## src/rtl/smss_sbox_scheduler.sv

```systemverilog
// Two-port round-robin arbiter and word sequencer for a shared 6-bit S-box.
// One block is accepted at a time, streamed one word per cycle, and returned with its tag.
module smss_sbox_scheduler #(
  parameter int NWORDS = 6,
  parameter int TAGW   = 2,
  localparam int W     = 6 * NWORDS
) (
  input  logic            clk,
  input  logic            rst_n,
  input  logic            req0_valid,
  output logic            req0_ready,
  input  logic [W-1:0]    req0_data,
  input  logic [TAGW-1:0] req0_tag,
  input  logic            req1_valid,
  output logic            req1_ready,
  input  logic [W-1:0]    req1_data,
  input  logic [TAGW-1:0] req1_tag,
  output logic            rsp_valid,
  input  logic            rsp_ready,
  output logic [W-1:0]    rsp_data,
  output logic [TAGW-1:0] rsp_tag,
  output logic            rsp_src,
  output logic [5:0]      sbox_x,
  input  logic [5:0]      sbox_y,
  output logic            sbox_en,
  output logic            busy
);
  localparam int IDXW = (NWORDS > 1) ? $clog2(NWORDS) : 1;

  typedef enum logic [1:0] {IDLE, RUN, RESP} state_t;

  state_t                 r_state;
  logic                   r_last, r_src, r_sbox_en, r_rsp_valid;
  logic [TAGW-1:0]        r_tag;
  logic [IDXW-1:0]        r_idx;
  logic [5:0]             r_sbox_x;
  logic [NWORDS-1:0][5:0] r_data, r_res;

  logic                   w_idle, w_sel1, w_rdy0, w_rdy1, w_acc, w_last_word;
  logic [NWORDS-1:0][5:0] w_in;
  logic [IDXW-1:0]        w_nidx;

  // Tie goes to whichever port was not served last.
  assign w_idle      = (r_state == IDLE);
  assign w_sel1      = req1_valid & (~req0_valid | ~r_last);
  assign w_rdy1      = rst_n & w_idle & w_sel1;
  assign w_rdy0      = rst_n & w_idle & req0_valid & ~w_sel1;
  assign w_acc       = w_rdy0 | w_rdy1;
  assign w_in        = w_sel1 ? req1_data : req0_data;
  assign w_last_word = (r_idx == IDXW'(NWORDS - 1));
  assign w_nidx      = r_idx + IDXW'(1);

  always_ff @(posedge clk) begin
    if (!rst_n) begin
      r_state     <= IDLE;
      r_last      <= 1'b1;
      r_src       <= 1'b0;
      r_tag       <= '0;
      r_idx       <= '0;
      r_sbox_x    <= '0;
      r_sbox_en   <= 1'b0;
      r_rsp_valid <= 1'b0;
      r_data      <= '0;
      r_res       <= '0;
    end else begin
      case (r_state)
        IDLE: if (w_acc) begin
          r_data    <= w_in;
          r_tag     <= w_sel1 ? req1_tag : req0_tag;
          r_src     <= w_sel1;
          r_last    <= w_sel1;
          r_idx     <= '0;
          r_sbox_x  <= w_in[0];
          r_sbox_en <= 1'b1;
          r_state   <= RUN;
        end
        RUN: begin
          // sbox_y is the image of the word presented this cycle.
          r_res[r_idx] <= sbox_y;
          if (!w_last_word) begin
            r_idx    <= w_nidx;
            r_sbox_x <= r_data[w_nidx];
          end else begin
            r_sbox_x    <= '0;
            r_sbox_en   <= 1'b0;
            r_rsp_valid <= 1'b1;
            r_state     <= RESP;
          end
        end
        RESP: if (rsp_ready) begin
          r_rsp_valid <= 1'b0;
          r_state     <= IDLE;
        end
        default: r_state <= IDLE;
      endcase
    end
  end

  assign req0_ready = w_rdy0;
  assign req1_ready = w_rdy1;
  assign rsp_valid  = r_rsp_valid;
  assign rsp_data   = r_res;
  assign rsp_tag    = r_tag;
  assign rsp_src    = r_src;
  assign sbox_x     = r_sbox_x;
  assign sbox_en    = r_sbox_en;
  assign busy       = ~w_idle;
endmodule

```

## config.mk

```make
export PLATFORM = sky130hd
export DESIGN_NAME = smss_sbox_scheduler
export DESIGN_NICKNAME = d
export VERILOG_FILES = /design/src/rtl/smss_sbox_scheduler.sv
export SDC_FILE = /design/constraint.sdc
export NUM_CORES = 1
export LEC_CHECK = 0
export ABC_AREA = 1
export BUFFER_PORTS_ARGS = -buffer_cell sky130_fd_sc_hd__buf_4
export CORE_MARGIN = 5
export CORE_UTILIZATION = 52
export CTS_BUF_LIST = sky130_fd_sc_hd__clkbuf_8
export CTS_CLUSTER_SIZE = 30
export DETAILED_ROUTE_END_ITERATION = 6
export GPL_TIMING_DRIVEN = 0
export PLACE_DENSITY_LB_ADDON = 0.3
export SLEW_MARGIN = 25
export SYNTH_ARGS = -nofsm -noshare
export SYNTH_HDL_FRONTEND = slang
export SYNTH_SLANG_ARGS = --single-unit
```

## constraint.sdc

```tcl
create_clock -name clk -period 2.3 [get_ports clk]
set_clock_uncertainty 0.15 [all_clocks]
set_input_delay 0.23 -clock clk [delete_from_list [all_inputs] [get_ports clk]]
set_output_delay 0.23 -clock clk [all_outputs]
set_load 0.03 [all_outputs]
```

# Word level (Yosys, flattened, before mapping)
# Cells that the tools add are included.
op_classes:
  n_addsub: 1
  magnitude_cmp: 3
  eq_ne: 7
  muxes: 23
  bitwise_logic: 11
  reduce_logical: 10
op_table:
  columns: ["operator", "n"]
  rows:
  - ["$bwmux 36", 1]
  - ["$mux 36", 1]
  - ["$mux 6", 4]
  - ["$bmux 6 s3", 1]
  - ["$demux 6 s3", 1]
  - ["$pmux 6 s2", 1]
  - ["$reduce_and 3->1", 4]
  - ["$lt 3x4->1 const B", 2]
  - ["$mux 2", 4]
  - ["$mux 3", 2]
  - ["$ne 2x2->1 const B", 3]
  - ["$pmux 2 s3", 1]
  - ["$pmux 3 s2", 1]
  - ["$and 1x1->1", 5]
  - ["$mux 1", 4]
  - ["$not 1->1", 4]
  - ["$pmux 1 s2", 2]
  - ["$reduce_and 2->1", 2]
  - ["$reduce_bool 2->1", 2]
  - ["$add 3x1->3 const B", 1]
  - ["$eq 3x3->1 const B", 1]
  - ["$ge 3x1->1 const B", 1]
  - ["$eq 2x1->1 const B", 1]
  - ["$eq 2x2->1 const B", 1]
  - ["other kinds (4)", 5]
word_totals:
  regBits: 89
  output_inout_bits: 50

# Logic depth before layout (Yosys ltp)
# Gate-level depths: netlist of the first run.
depth:
  word_depth: 8
  mapped_depth: 11
  ltp_nobuf: 10

# Worst setup path after synthesis of the first run
# Ideal clock, no wire load.
synth_path:
  path_type: "register -> register"
  start: "register r_idx[1]"
  end: "register r_sbox_x[2], in the netlist sbox_x[2]"
  setup_ps: 132
  t_arrival_ps: 1511
  path_slack_ps: 507
  path_stages_with_launch: 12
  path_buffers: 1
  cell_sequence: "dfxtp_1 > inv_1 > ha_1 > inv_2 > buf_1 > nand2_1 > nand3_1 > nand2_1 > nand2_1 > nand2_1 > nand2_1 > a21oi_1"
synth_via:
  elab_chain_cells: 5
synth_lines:
  columns: ["item", "line", "rtl"]
  rows:
  - ["from (decl)", "35", "logic [IDXW-1:0] r_idx;"]
  - ["from (signal assigned)", "81", "r_idx <= w_nidx;"]
  - ["$add 3x1->3", "51", "assign w_nidx = r_idx + IDXW'(1);"]
  - ["$bmux 6 s3", "82", "r_sbox_x <= r_data[w_nidx];"]
  - ["$mux 6 (not written as such)", "82", null]
  - ["$mux 6 (*)", "80", "if (!w_last_word) begin"]
  - ["$pmux 6 s2 (*)", "66", "case (r_state)"]
  - ["to (signal assigned)", "73", "r_sbox_x <= w_in[0];"]
  - ["to (signal assigned)", "82", null]
  - ["to (decl)", "36", "logic [5:0] r_sbox_x;"]
# Every way passes the cells marked *; elsewhere a longest branch is shown, timed or not. The select of a mux whose other input is x is not followed.
# A chain may end at the register's enable or synchronous reset.

# Worst setup path in the final report of the first run
layout_path:
  start: "register r_last"
  end: "register r_data[19] (netlist bit)"
layout_via:
  elab_chain_cells: 7
layout_lines:
  columns: ["item", "line", "rtl"]
  rows:
  - ["from (decl)", "33", "logic r_last, r_src, r_sbox_en, r_rsp_valid;"]
  - ["from (signal assigned)", "71", "r_last <= w_sel1;"]
  - ["$not 1->1 (*)", "45", "assign w_sel1 = req1_valid & (~req0_valid | ~r_last);"]
  - ["$or 1x1->1 (*)", "45", null]
  - ["$and 1x1->1 (*)", "45", null]
  - ["$not 1->1", "47", "assign w_rdy0 = rst_n & w_idle & req0_valid & ~w_sel1;"]
  - ["$and 1x1->1", "47", null]
  - ["$or 1x1->1", "48", "assign w_acc = w_rdy0 | w_rdy1;"]
  - ["$reduce_and 2->1 (no line)", null, null]
  - ["to (signal assigned)", "68", "r_data <= w_in;"]
  - ["to (decl)", "37", "logic [NWORDS-1:0][5:0] r_data, r_res;"]
# Every way passes the cells marked *; elsewhere a longest branch is shown, timed or not.

==> results by group, run 1 <==
Global route
  • Vias in the first global route: 4716
  • Grt total ovfl: 0
  • Largest net degree at the start of global routing: 16
  • Initial antenna violation count: 0
  • Total GRT Usage: 27.0%
  • First-pass GRT wire length: 21.3 mm

Yosys
  • Synth unique cells: 23
  • Sequential fraction of the synthesis area: approximately 45%
  • Yosys warns: 0
  • Post-synthesis area per instance: just under 7 sq um
  • FF+latch count, synth: 89
  • Synthesized instance count: 590
  • Synthesized net count: 679
  • Cell Area, Synth: 4000 sq um

Power and ir drop
  • Pwr dens: 611 nW/um^2
  • Leak Pwr: 0.00285 uW
  • Peak supply drop: 0.334 mV

Timing
  • Tightest Pin Transition: around 0.53 ns
  • Clock period minus worst slack: 2.19 ns
  • Number of hold violations in the final report: 0
  • Final worst setup slack: 0.110 ns
  • Relative slew slack: 64.3%
  • Max Freq: 0.457 GHz
  • Tcrit/Tclk final: 95.2%
  • # setup viols final: 0
  • Slew Viols, Final: 0
  • TNS Setup: 0 ns

Drt
  • Met2 Routed Length: 6.47 mm
  • WL met3: 783 microns
  • Final ANT Viol Nets: 0
  • Max layer used: met4
  • Via Count: around 4600
  • Detailed Route Iter0 Violations: 206
  • DR WL/cell: about 14 microns
  • DR pass1 iterations: 5
  • Met1 WL: 5.12 mm
  • Residual DRC: 0
  • Post-Route WL: about 13 mm
  • Via-to-Cell Ratio: 5.17

Placed design
  • Port buffer count: 136
  • Pre-CTS WS: 0.214 ns
  • Placed cells: 828
  • RePlAce Congestion: 0.868
  • DP Wirelength: 8.66 mm
  • DP Area: 5150 sq um

Clock network
  • Root buffer cell: clkbuf_8
  • Clock slew at reported path FFs: roughly 0.090 ns
  • Max clock buf depth: 2
  • Clock net sink count: 89
  • Worst-Skew Late Latency: 0.36 ns
  • CTS tree: done
  • H-tree Lvls: 3
  • Total CTS buffers: 9

Final layout
  • Most common cell after layout, fill and taps aside: nand2_1
  • Final nets: 881
  • Antenna diodes: 0
  • Most frequent cells in the layout: nand2_1, buf_4, dfxtp_1, nor2_1, o21ai_0
  • Filler cells: 566
  • Area grow syn2layout: 47.7%
  • Post-route cell area: 5910 sq um
  • Post-Layout Cell Count: 899
  • Ratio of cells with drive above 1 in the final layout: roughly 23%

Floorplan
  • Core area: 7610 sq um
  • Ports: 137
  • Full die area: 9550 sq um
  • Num rows: 32
  • Initial Util: 52.6%
  • Die Wd: 97.7 microns
  • Die height: just under 100 microns

Setup path
  • Slowest stage delay, CP: 0.58 ns
  • Startpoint types: flop
  • CP dominant cell by count: nand2_2
  • Critical Path Stages: 7
  • Arr. time, crit path: 2.29 ns
  • CP Max Fanout: 10
  • Cells along the critical path: nand2_2 > nand2_2 > a21oi_4 > buf_6 > buf_4 > a31oi_1 > dlygate4sd3_1
  • Slowest library cell on the worst path: dlygate4sd3_1
  • Crit end category: flop
  • Worst Path Buf+Inv: 3
  • Crit path kind: reg -> reg
  • Largest delay share family, worst path: buffers and inverters
  • FF-to-FF path depth: 7
  • Required time worst endpoint: 2.40 ns

Worst hold path
  • Worst hold path cell count: 3
  • Hold WC Path Type: in -> reg

Status
  • Status: completed

Job
  • Max Cap Viol: 0
layer usage:
layer  global-route usage [%]  up-vias
met5                        0        -
met1                     30.7     2134
met2                     49.6      163
met3                     4.86       33
met4                     11.1        0
li1                         -     2314
report_power, final:
| part | switching (uW) | internal (uW) | total [uW] |
|---|---|---|---|
| Combinational | 445 | 375 | 820 |
| Sequential | 52.1 | 1630 | 1680 |
| Clock | 578 | 536 | 1110 |
cell type report:
type                            instances  area (sq um)  area share, %
Multi-Input combinational cell        426          1890           32.0
Sequential cell                        89          1780           30.1
Timing Repair Buffer                  191          1570           26.5
Inverter                               46           173           2.92
Buffer                                 29           168           2.84
Clock buffer                           10           138           2.33
Tap cell                              102           128           2.16
Clock inverter                          6          65.1           1.10
metrics by stage:
| step | hold slack, ns | utilization [%] | total power, uW |
|---|---|---|---|
| 6_report | 0.00559 | 77.7 | 3620 |
| 5_1_grt | 0.00931 | 77.7 | 3780 |
| 4_1_cts | 0.000638 | 77.2 | 3580 |
| 3_5_place_dp | 0.310 | 67.7 | 2410 |
| 3_3_place_gp | 0.305 | 67.7 | 2400 |
| 2_1_floorplan | 0.239 | - | 2130 |
synthesized netlist by cell type (all sizes together):
cell	number	share of area, %
nand2	182	17
dfxtp	89	45
nor2	81	7.6
o21ai	69	8.6
inv	45	4.2
a31oi	32	5.0
nand3	32	4.0
a21oi	25	3.5
buf	17	2.9
clkbuf	12	1.1
ha	2	0.62
clkinv	1	0.094
nand4	1	0.16
o31ai	1	0.19
xnor2	1	0.22
state kept, by name, summed over array words and instances, names as in the netlist:
name and flops:
rsp_tag 2, r_last 1, r_data 36, rsp_valid 1
rsp_data 36, sbox_en 1, r_idx 3, r_state 2
rsp_src 1, sbox_x 6
final timing paths:
kind                                     from         end  slack, ns
worst min-delay path            req0_data[14]  r_data[14]      0.006
worst max-delay path                   r_last  r_data[19]       0.11
worst min register to register        rsp_src     rsp_src       0.33
worst max register to register         r_last  r_data[19]       0.11
kinds of logic (layout without fill, tap and decap cells):
kind of cell               after synthesis  count (layout)  synth area share (%)
xor gates and xnor gates                 1               1                 0.219
AOI/OAI and AO/OA                      127             127                  17.3
DFF                                     89              89                  44.5
adders and majority gates                2               2                 0.625
buffers and inverters                   75             282                  8.34
and+or+nand+nor                        296             296                  29.0
tightest hold or removal path: cells and delay by family:
family          cells  cell delay, ns
compound gates      1            0.07
buf+inv             1            0.11
simple gates        1            0.06
what timing repair did:
action | in CTS | in global routing
hold buffers | 52 | 0
gates resized for setup | 0 | 11
buffers inserted | 0 | 3
endpoints found under the hold margin | 27 | 0
endpoints found under the setup margin | 0 | 26
Power figures use the tool's default switching activity.
==> run 2, diff against run 1 <==
CORE_MARGIN = 2   (was 5)
==> run 2 against run 1 <==
Against the previous run:
- the flow now finishes with violations (hold timing)
- register-to-register slack worse by 0.02 ns
- core utilization up 2.6 points
- maximum frequency down 1.1%
- critical path type unchanged
- largest power group unchanged
==> results by group, run 2 (synthesized netlist as in run 1, its figures left out) <==
Placed design
  • Port buffer count: 136
  • Placed cells: between 800 and 900
  • RePlAce Congestion: 0.898
  • DP Wirelength: 8.39 mm

Floorplan
  • Num rows: 31
  • Full die area: 8420 sq um
  • Core area: around 7400 sq um
  • Die height: 91.7 microns
  • Ports: 137
  • Initial Util: a little over half
  • Die Wd: 91.7 microns

Final layout
  • Filler cells: around 530
  • Area grow syn2layout: 47.9%
  • Final nets: 881
  • Seq. cell area: 1780 sq um
  • Most common cell after layout, fill and taps aside: nand2_1
  • Multi-input gate area: 1900 sq um
  • Antenna diodes: 0
  • Most frequent cells in the layout: nand2_1, buf_4, dfxtp_1, nor2_1, o21ai_0
  • Ratio of cells with drive above 1 in the final layout: 23.0%
  • Post-Layout Cell Count: 896

Setup path
  • Crit end category: flop
  • Crit path kind: reg -> reg
  • CP Max Fanout: 10
  • Startpoint types: flop
  • Slowest library cell on the worst path: dlygate4sd3_1
  • Cells along the critical path: nand2_4 > nand2_2 > a21oi_4 > buf_6 > buf_4 > a31oi_1 > dlygate4sd3_1
  • Slowest stage delay, CP: 0.61 ns
  • Arr. time, crit path: 2.31 ns
  • Required time worst endpoint: about 2.4 ns

Clock network
  • Worst-Skew Late Latency: between 0.3 and 0.4 ns
  • Root buffer cell: clkbuf_8
  • Total CTS buffers: 9
  • H-tree Lvls: 3
  • Max clock buf depth: 2
  • Clock net sink count: 89
  • CTS tree: done
  • Clock slew at reported path FFs: roughly 0.090 ns

Drt
  • Final ANT Viol Nets: 0
  • Detailed Route Iter0 Violations: 260
  • DR pass1 iterations: 5
  • Post-Route WL: 12.4 mm
  • Via Count: 4638
  • Via-to-Cell Ratio: 5.18
  • Residual DRC: 0
  • DR WL/cell: 13.8 microns

Timing
  • Slew Viols, Final: 0
  • Relative slew slack: 64.4%
  • Tcrit/Tclk final: 96.3%
  • Tightest Pin Transition: roughly 0.53 ns
  • TNS Setup: 0 ns
  • Number of hold violations in the final report: 1
  • # setup viols final: 0
  • Max Freq: 0.451 GHz
  • Hold slack: -0.00287 ns
  • Clock period minus worst slack: 2.21 ns
  • Unrepaired setup endpoints after global routing: no

Power and ir drop
  • Pwr dens: 623 nW/um^2
  • Sw Share: 29.1%
  • Sw Pwr: 1070 uW
  • Combinational power share: 22.3%
  • Sequential share of power: between 40% and 50%
  • Total power: 3690 uW
  • Int Pwr: ~2600 uW
  • Clk network pwr share: between 30 and 40%
  • Peak supply drop: around 0.33 mV
  • Leak Pwr: 0.00285 uW

Worst hold path
  • Hold WC Path Type: in -> reg

Status
  • Status: finished, violations left
  • Failing checks: hold timing

Global route
  • First-pass GRT wire length: 19.8 mm
  • Initial antenna violation count: 0
  • Vias in the first global route: 4498
  • Grt total ovfl: 0
  • Total GRT Usage: 29.1%
  • Largest net degree at the start of global routing: 16

Job
  • Max Cap Viol: 0
[run 2: changes by cell type in the layout (fill, tap and decap cells not counted), sizes merged]
cell,delta
buf,+1
bufinv,+1
clkbuf,-1
clkinv,-1
dlygate4sd3,-1
inv,+1
[run 2: final timing paths]
| check | slack (ns) | from | cells after the start | to |
|---|---|---|---|---|
| worst min register to register | 0.32 | r_data[3] | 2 | r_data[3] |
| worst max-delay path | 0.09 | r_last | 7 | r_data[24] |
| worst max register to register | 0.09 | r_last | 7 | r_data[24] |
| worst min-delay path | -0.003 | req1_data[14] | 3 | r_data[14] |
[run 2: what timing repair did]
action	in CTS	in global routing
hold buffers	51	1
hold endpoints to repair	27	1
endpoints found under the setup margin	0	24
setup buffers	0	4
gates resized for setup	0	9
[run 2: power by group through the flow]
stage	clock, uW	combinational (uW)	sequential, uW
2_1_floorplan	0	367	1760
3_3_place_gp	0	685	1710
3_5_place_dp	0	700	1710
4_1_cts	1180	790	1680
5_1_grt	1250	895	1690
6_report	1190	821	1680
[run 2: worst max-delay path, delay by kind of cell, from the launching register on]
kind | cells | cell delay [ns]
buf+inv | 3 | 0.99
compound gates | 2 | 0.41
simple gates | 2 | 0.20
flops | 1 | 0.34
[run 2: area by class of cell]
class                           instances  area share [%]
Timing Repair Buffer                  191            26.4
Inverter                               46            2.92
Tap cell                               99            2.09
Clock buffer                            9            2.09
Buffer                                 29            2.81
Clock inverter                          7            1.58
Multi-Input combinational cell        426            32.1
Sequential cell                        89            30.1
[run 2: per-stage QoR]
step,hold slack [ns],setup slack [ns],utilization [%],area [sq um]
CTS,0.000516,0.0469,79.7,5880
detailed placement,0.306,0.199,69.9,5150
finish,-0.00287,0.0851,80.4,5920
global route,0.00153,0.00396,80.4,5920
floorplan,0.239,0.507,-,4000
global placement,0.305,0.241,69.9,5150
[run 2: metal layers]
metal	routed length, microns	vias up	global-route usage, %
met5	0	-	0
met4	357	0	9.83
met3	811	37	5.18
met2	6390	220	55.6
met1	4830	2070	32.0
li1	-	2311	-
